[src/rtl/result_drain.sv]
`timescale 1ns/1ps
`default_nettype none
// ============================================================================
//  Module      : result_drain
//  Description : Readback stage for the PE array. On a drain_start pulse it
//                walks every PE (0..SIZE*SIZE-1) and, inside each PE, the
//                register window BASE_ADDR..BASE_ADDR+NUM_REGS-1 through the
//                array's PE_Addr/RegAddr/data readout port. Each word is
//                presented on a valid/ready stream. A done pulse follows the
//                final handshake.
//
//  Ports       : clk          - system clock, rising edge
//                reset        - synchronous, active-high
//                drain_start  - one-cycle pulse, starts a drain when idle
//                pe_addr      - PE select toward the array (SIZE bits)
//                reg_addr     - register select toward the array (10 bits)
//                rd_data      - array readout data (16 bits)
//                out_data     - stream payload (16 bits)
//                out_valid    - payload valid
//                out_ready    - consumer ready
//                out_last     - marks the final word of a drain
//                busy         - drain in progress
//                done         - one-cycle completion pulse
//
//  Options     : DRAIN_CHECKSUM_EN - when defined, a 16-bit XOR of all data
//                words is appended as one extra word, which then carries
//                out_last.
//
//  Revision    : 1.0 - initial release
// ============================================================================
module result_drain #(
    parameter int SIZE      = 4,
    parameter int NUM_REGS  = 16,
    parameter int BASE_ADDR = 0,
    parameter int READ_LAT  = 1
) (
    input  logic            clk,
    input  logic            reset,
    input  logic            drain_start,
    output logic [SIZE-1:0] pe_addr,
    output logic [9:0]      reg_addr,
    input  logic [15:0]     rd_data,
    output logic [15:0]     out_data,
    output logic            out_valid,
    input  logic            out_ready,
    output logic            out_last,
    output logic            busy,
    output logic            done
);

    // ------------------------------------------------------------------------
    // Elaboration-time parameter checks
    // ------------------------------------------------------------------------
    generate
        if ((NUM_REGS < 1) || (NUM_REGS > 1024)) begin : g_bad_num_regs
            $error("result_drain: NUM_REGS must be in 1..1024");
        end
        if ((BASE_ADDR < 0) || ((BASE_ADDR + NUM_REGS - 1) > 1023)) begin : g_bad_base_addr
            $error("result_drain: BASE_ADDR+NUM_REGS-1 must not exceed 1023");
        end
        if ((READ_LAT < 0) || (READ_LAT > 3)) begin : g_bad_read_lat
            $error("result_drain: READ_LAT must be in 0..3");
        end
    endgenerate

    // ------------------------------------------------------------------------
    // Constants
    // ------------------------------------------------------------------------
    localparam logic [SIZE-1:0] c_PE_LAST   = SIZE'(SIZE * SIZE - 1);
    localparam logic [9:0]      c_REG_LAST  = 10'(NUM_REGS - 1);
    localparam logic [9:0]      c_BASE      = 10'(BASE_ADDR);
    // WAIT counts down from READ_LAT-1 to 0; capture happens on the 0 cycle.
    localparam logic [1:0]      c_WAIT_INIT = 2'((READ_LAT > 0) ? (READ_LAT - 1) : 0);

    localparam logic [2:0] c_S_IDLE  = 3'd0;
    localparam logic [2:0] c_S_ISSUE = 3'd1;
    localparam logic [2:0] c_S_WAIT  = 3'd2;
    localparam logic [2:0] c_S_HOLD  = 3'd3;
    localparam logic [2:0] c_S_DONE  = 3'd4;

    // ------------------------------------------------------------------------
    // State and output registers
    // ------------------------------------------------------------------------
    logic [2:0]      r_state;
    logic [SIZE-1:0] r_pe;
    logic [9:0]      r_reg;
    logic [1:0]      r_wait;
    logic [SIZE-1:0] r_pe_addr;
    logic [9:0]      r_reg_addr;
    logic [15:0]     r_out_data;
    logic            r_out_valid;
    logic            r_out_last;
    logic            r_busy;
    logic            r_done;

    // ------------------------------------------------------------------------
    // Combinational decode
    // ------------------------------------------------------------------------
    logic            w_start;
    logic            w_capture;
    logic            w_last_data;
    logic            w_final;
    logic            w_csum_turn;
    logic [15:0]     w_cap_data;
    logic            w_cap_last;
    logic            w_reg_wrap;
    logic [9:0]      w_next_reg;
    logic [SIZE-1:0] w_next_pe;

    assign w_start     = (r_state == c_S_IDLE) && drain_start;
    // Readout data is sampled at the end of ISSUE when there is no read
    // latency, otherwise at the end of the last WAIT cycle.
    assign w_capture   = ((r_state == c_S_ISSUE) && (READ_LAT == 0)) ||
                         ((r_state == c_S_WAIT)  && (r_wait == 2'd0));
    assign w_last_data = (r_pe == c_PE_LAST) && (r_reg == c_REG_LAST);

    // PE-major walk: registers advance fastest, PE steps on register wrap.
    assign w_reg_wrap  = (r_reg == c_REG_LAST);
    assign w_next_reg  = w_reg_wrap ? 10'd0 : (r_reg + 10'd1);
    assign w_next_pe   = w_reg_wrap ? (r_pe + 1'b1) : r_pe;

`ifdef DRAIN_CHECKSUM_EN
    // ------------------------------------------------------------------------
    // Running XOR of captured data words. After the final data word is
    // accepted, the FSM makes one more ISSUE/WAIT/HOLD pass with the address
    // counters frozen; that pass captures the checksum instead of rd_data.
    // ------------------------------------------------------------------------
    logic [15:0] r_csum;
    logic        r_csum_phase;

    assign w_csum_turn = (r_state == c_S_HOLD) && out_ready && w_last_data && !r_csum_phase;
    assign w_final     = r_csum_phase;

    always_comb begin
        w_cap_data = rd_data;
        w_cap_last = 1'b0;
        if (r_csum_phase) begin
            w_cap_data = r_csum;
            w_cap_last = 1'b1;
        end
    end

    always_ff @(posedge clk) begin
        if (reset) begin
            r_csum       <= 16'd0;
            r_csum_phase <= 1'b0;
        end else begin
            if (w_start) begin
                r_csum <= 16'd0;
            end else if (w_capture && !r_csum_phase) begin
                r_csum <= r_csum ^ rd_data;
            end

            if (w_start) begin
                r_csum_phase <= 1'b0;
            end else if (w_csum_turn) begin
                r_csum_phase <= 1'b1;
            end else if (r_state == c_S_DONE) begin
                r_csum_phase <= 1'b0;
            end
        end
    end
`else
    assign w_csum_turn = 1'b0;
    assign w_final     = w_last_data;

    always_comb begin
        w_cap_data = rd_data;
        w_cap_last = w_last_data;
    end
`endif

    // ------------------------------------------------------------------------
    // Main FSM. All outputs are registered here so the array address and the
    // stream signals never glitch.
    // ------------------------------------------------------------------------
    always_ff @(posedge clk) begin
        if (reset) begin
            r_state     <= c_S_IDLE;
            r_pe        <= '0;
            r_reg       <= 10'd0;
            r_wait      <= 2'd0;
            r_pe_addr   <= '0;
            r_reg_addr  <= c_BASE;
            r_out_data  <= 16'd0;
            r_out_valid <= 1'b0;
            r_out_last  <= 1'b0;
            r_busy      <= 1'b0;
            r_done      <= 1'b0;
        end else begin
            case (r_state)
                c_S_IDLE: begin
                    r_done <= 1'b0;
                    if (drain_start) begin
                        r_state    <= c_S_ISSUE;
                        r_pe       <= '0;
                        r_reg      <= 10'd0;
                        r_pe_addr  <= '0;
                        r_reg_addr <= c_BASE;
                        r_busy     <= 1'b1;
                    end
                end

                c_S_ISSUE: begin
                    // Address registers already hold the counters; the array
                    // sees them from the first ISSUE cycle onward.
                    if (READ_LAT == 0) begin
                        r_out_data  <= w_cap_data;
                        r_out_last  <= w_cap_last;
                        r_out_valid <= 1'b1;
                        r_state     <= c_S_HOLD;
                    end else begin
                        r_wait  <= c_WAIT_INIT;
                        r_state <= c_S_WAIT;
                    end
                end

                c_S_WAIT: begin
                    if (r_wait == 2'd0) begin
                        r_out_data  <= w_cap_data;
                        r_out_last  <= w_cap_last;
                        r_out_valid <= 1'b1;
                        r_state     <= c_S_HOLD;
                    end else begin
                        r_wait <= r_wait - 2'd1;
                    end
                end

                c_S_HOLD: begin
                    // Payload, last flag and addresses stay frozen until the
                    // consumer accepts the word.
                    if (out_ready) begin
                        r_out_valid <= 1'b0;
                        r_out_last  <= 1'b0;
                        if (w_final) begin
                            r_state <= c_S_DONE;
                            r_done  <= 1'b1;
                            r_busy  <= 1'b0;
                        end else if (w_csum_turn) begin
                            r_state <= c_S_ISSUE;
                        end else begin
                            r_reg      <= w_next_reg;
                            r_pe       <= w_next_pe;
                            r_reg_addr <= c_BASE + w_next_reg;
                            r_pe_addr  <= w_next_pe;
                            r_state    <= c_S_ISSUE;
                        end
                    end
                end

                c_S_DONE: begin
                    r_done  <= 1'b0;
                    r_state <= c_S_IDLE;
                end

                default: begin
                    r_state     <= c_S_IDLE;
                    r_out_valid <= 1'b0;
                    r_out_last  <= 1'b0;
                    r_busy      <= 1'b0;
                    r_done      <= 1'b0;
                end
            endcase
        end
    end

    // ------------------------------------------------------------------------
    // Output mapping
    // ------------------------------------------------------------------------
    assign pe_addr   = r_pe_addr;
    assign reg_addr  = r_reg_addr;
    assign out_data  = r_out_data;
    assign out_valid = r_out_valid;
    assign out_last  = r_out_last;
    assign busy      = r_busy;
    assign done      = r_done;

endmodule
`default_nettype wire

[config.mk]
export PLATFORM = sky130hd
export DESIGN_NAME = result_drain
export DESIGN_NICKNAME = d
export VERILOG_FILES = /design/src/rtl/result_drain.sv
export SDC_FILE = /design/constraint.sdc
export NUM_CORES = 1
export LEC_CHECK = 0
export ABC_AREA = 1
export BUFFER_PORTS_ARGS = -buffer_cell sky130_fd_sc_hd__buf_2
export CORE_ASPECT_RATIO = 0.8
export CORE_MARGIN = 4
export CORE_UTILIZATION = 46
export CTS_BUF_LIST = sky130_fd_sc_hd__clkbuf_4
export DETAILED_ROUTE_END_ITERATION = 10
export PLACE_DENSITY = 0.74
export SLEW_MARGIN = 30
export SYNTH_ARGS = -nofsm -noshare
export SYNTH_HDL_FRONTEND = slang
export SYNTH_SLANG_ARGS = --single-unit
export TNS_END_PERCENT = 1
[constraint.sdc]
create_clock -name clk -period 1.4 [get_ports clk]
set_input_delay 0.28 -clock clk [delete_from_list [all_inputs] [get_ports clk]]
set_output_delay 0.28 -clock clk [all_outputs]
set_load 0.005 [all_outputs]
==> insert_results.sql <==
INSERT INTO impl_metrics (metric_group, metric, value, unit) VALUES
('run_status', 'outcome', 'finished with violations', ''),
('run_status', 'violations', 'negative setup slack', ''),
('critical_path', 'worst-r2r-cell-count', '10', ''),
('die', 'initial_core_util', '0.473', ''),
('die', 'die_area', '0.00542', 'mm²'),
('clock_network', 'tritoncts.num_buffers', '5', ''),
('die', 'dieHeight', '66.7', 'µm'),
('grt', 'grt_pass1_wl', '8.79', 'mm'),
('yosys', 'yosys.area_share.xor_xnor', '0.0177', ''),
('drt', 'drt_wl_total', '5.50', 'mm'),
('timing', 'timing.clock.skew', '11.9', 'ps'),
('yosys', 'muxShareOfSynthArea', '0', ''),
('layout', 'nets', '394', ''),
('placed_design', 'globalplace.congestion', '0.824', ''),
('yosys', 'synth-seq-area-share', '0.395', ''),
('drt', 'post_drt_via_cell_ratio', '5.10', ''),
('timing', 'rsz0062_at_grt', 'yes', ''),
('drt', 'first_pass_iters', '4', ''),
('layout', 'multi_input_area', '0.00121', 'mm²'),
('layout', 'layout.filler_cells', '334', ''),
('yosys', 'netlist_instances', '279', ''),
('drt', 'ant_nets', '0', ''),
('grt', 'first_global_vias', '1890', ''),
('placed_design', 'detailedPlace.worstSlack', '-84.5', 'ps'),
('layout', 'area_growth', '44.8', '%'),
('yosys', 'synth_warnings', '0', ''),
('critical_path', 'cp-start-kind', 'register', ''),
('yosys', 'area_of_the_mapped_netlist', '0.00198', 'mm²'),
('critical_path', 'max_stage_delay', '370', 'ps'),
('timing', 'finalCriticalPeriod', '1420', 'ps'),
('drt', 'route.detailed.wl_per_inst', '12.8', 'µm'),
('yosys', 'synthAdderAreaFrac', '0.0190', ''),
('grt', 'globalRouteMet3Util', '0.0392', ''),
('layout', 'final-instance-count-excl-fill', '429', ''),
('drt', 'route.vias.total', '2186', ''),
('layout', 'most-common-layout-cells', '53 x sky130_fd_sc_hd__buf_2, 52 x sky130_fd_sc_hd__nor2_1, 41 x sky130_fd_sc_hd__nand2_1', ''),
('yosys', 'synthesis.nets', '302', ''),
('timing', 'setup-violations-final', '6', ''),
('yosys', 'yosys_register_bits', '39', ''),
('critical_path', 'worst-path-buf-inv', '5', ''),
('min_path', 'worst_hold_path.num_cells', '3', ''),
('timing', 'timing_worst_slew_pin_value', '280', 'ps'),
('layout', 'drive_above_1_share', '0.454', ''),
('placed_design', 'place.port_buffers', '53', ''),
('grt', 'global_route.usage.met1', '0.296', ''),
('grt', 'grt.busiest_layer', 'met2', ''),
('placed_design', 'place.detailed.instances', '416', ''),
('critical_path', 'critical-path-slowest-cell', 'sky130_fd_sc_hd__dfxtp_2', ''),
('power_and_ir_drop', 'power_density_cells', '1710', 'mW/mm²'),
('critical_path', 'path_max_fanout', '8', ''),
('drt', 'drt-initial-drc-count', '136', ''),
('clock_network', 'htreeDepth', '2', ''),
('yosys', 'post_synth.cell_area_avg', '7.09', 'µm²'),
('die', 'coreArea', '0.00418', 'mm²'),
('yosys', 'synth-edff-count', '0', ''),
('grt', 'track_usage', '0.210', ''),
('layout', 'diodes', '0', ''),
('critical_path', 'crit_path_end_kind', 'register', ''),
('clock_network', 'cts-root-to-sink-buffers', '2', ''),
('layout', 'sequential_cell_area', '805', 'µm²'),
('timing', 'whs', '140', 'ps'),
('timing', 'timing.slew.headroom', '0.813', ''),
('timing', 'final.period_utilization', '1.01', ''),
('job', 'cap_viol_max_count', '0', ''),
('timing', 'setup_slack', '-19.0', 'ps'),
('yosys', 'postSynth.topFlopCell', 'sky130_fd_sc_hd__dfxtp_1', ''),
('die', 'die-width', '81.3', 'µm'),
('power_and_ir_drop', 'leakage', '0.00139', 'µW'),
('clock_network', 'clock-sinks', '39', ''),
('clock_network', 'clkSlewWorstSetupHoldPaths', '120', 'ps'),
('critical_path', 'critical_path.cell_chain', 'inv_4 > nand3_4 > clkinv_4 > nand2_4 > nand2_2 > inv_2 > buf_8 > buf_4 > nand3_1 > a21oi_2', '');
## repair_timing
item	CTS	global route
gates cloned	1	0
pin swaps	9	15
endpoints found under the setup margin	14	39
buffers inserted	4	0
resized for setup	18	35
## Yosys cell counts (4+ instances only)
| master | n |
|---|---|
| sky130_fd_sc_hd__nand4_1 | 5 |
| sky130_fd_sc_hd__nand2_2 | 5 |
| sky130_fd_sc_hd__nor3_1 | 5 |
| sky130_fd_sc_hd__nor2_1 | 58 |
| sky130_fd_sc_hd__dfxtp_1 | 39 |
| sky130_fd_sc_hd__a21oi_1 | 11 |
| sky130_fd_sc_hd__nand3_1 | 18 |
| sky130_fd_sc_hd__o21ai_0 | 19 |
| sky130_fd_sc_hd__inv_1 | 24 |
| sky130_fd_sc_hd__clkbuf_1 | 4 |
| sky130_fd_sc_hd__a21oi_2 | 9 |
| sky130_fd_sc_hd__nand2_1 | 47 |
| sky130_fd_sc_hd__nand2_4 | 4 |
## per-layer routing
metal  part of all wire  wire (µm)
met1               0.47       2580
met3              0.054        297
met4              0.013         70
met5                  0          0
met2               0.46       2550
## path summary, 6_finish.rpt
check | endpoint | start | slack [ps]
setup reg to reg | reg_addr[7]$_SDFFE_PP0P_ | r_state[2]$_SDFFE_PP0P_ | -20
hold / removal | out_data[5]$_SDFFE_PP0P_ | rd_data[5] | 140
hold reg to reg | busy$_SDFFE_PP0P_ | busy$_SDFFE_PP0P_ | 480
setup / recovery | reg_addr[7]$_SDFFE_PP0P_ | r_state[2]$_SDFFE_PP0P_ | -20
## cell type report
cell class / instances / share of cell area
multi-input combinational: 203 / 0.421
sequential: 39 / 0.281
timing repair buffer: 93 / 0.204
inverter: 29 / 0.0424
tap: 57 / 0.0249
clock inverter: 3 / 0.0135
clock buffer: 5 / 0.0131
## flip-flops by register name (all words and copies together), names as in the netlist
name       flops
out_data      16
reg_addr      10
pe_addr        4
r_state        3
r_wait         2
busy           1
done           1
out_last       1
out_valid      1
## report_power, final
part	switching, µW	leakage [µW]	internal [µW]
sequential	197	0.000324	1440
combinational	1460	0.00102	1070
clock	369	0.0000426	367
## worst register-to-register path, delay by kind of cell, from the launching register on
family | cells | cell delay (ps)
buf+inv | 5 | 480
simple gates | 4 | 370
compound gates | 1 | 140
flops | 1 | 370
## logic make-up (layout without fill, tap and decap cells)
kind of cell,after synthesis,after routing
buf+inv,38,130
flops,39,39
simple gates,150,151
xor+xnor,4,4
compound gates,45,45
fa+ha+maj,3,3
## metrics by stage
step / TNS, ps / cell area, µm² / util
detailed placement: -562 / 2570 / 0.616
finish: -64.7 / 2870 / 0.686
floorplan: -1.03 / 2020 / -
global route: -1660 / 2870 / 0.686
CTS: -101 / 2750 / 0.659
global placement: -260 / 2570 / 0.616
No activity file was read; power rests on OpenSTA's default activity.
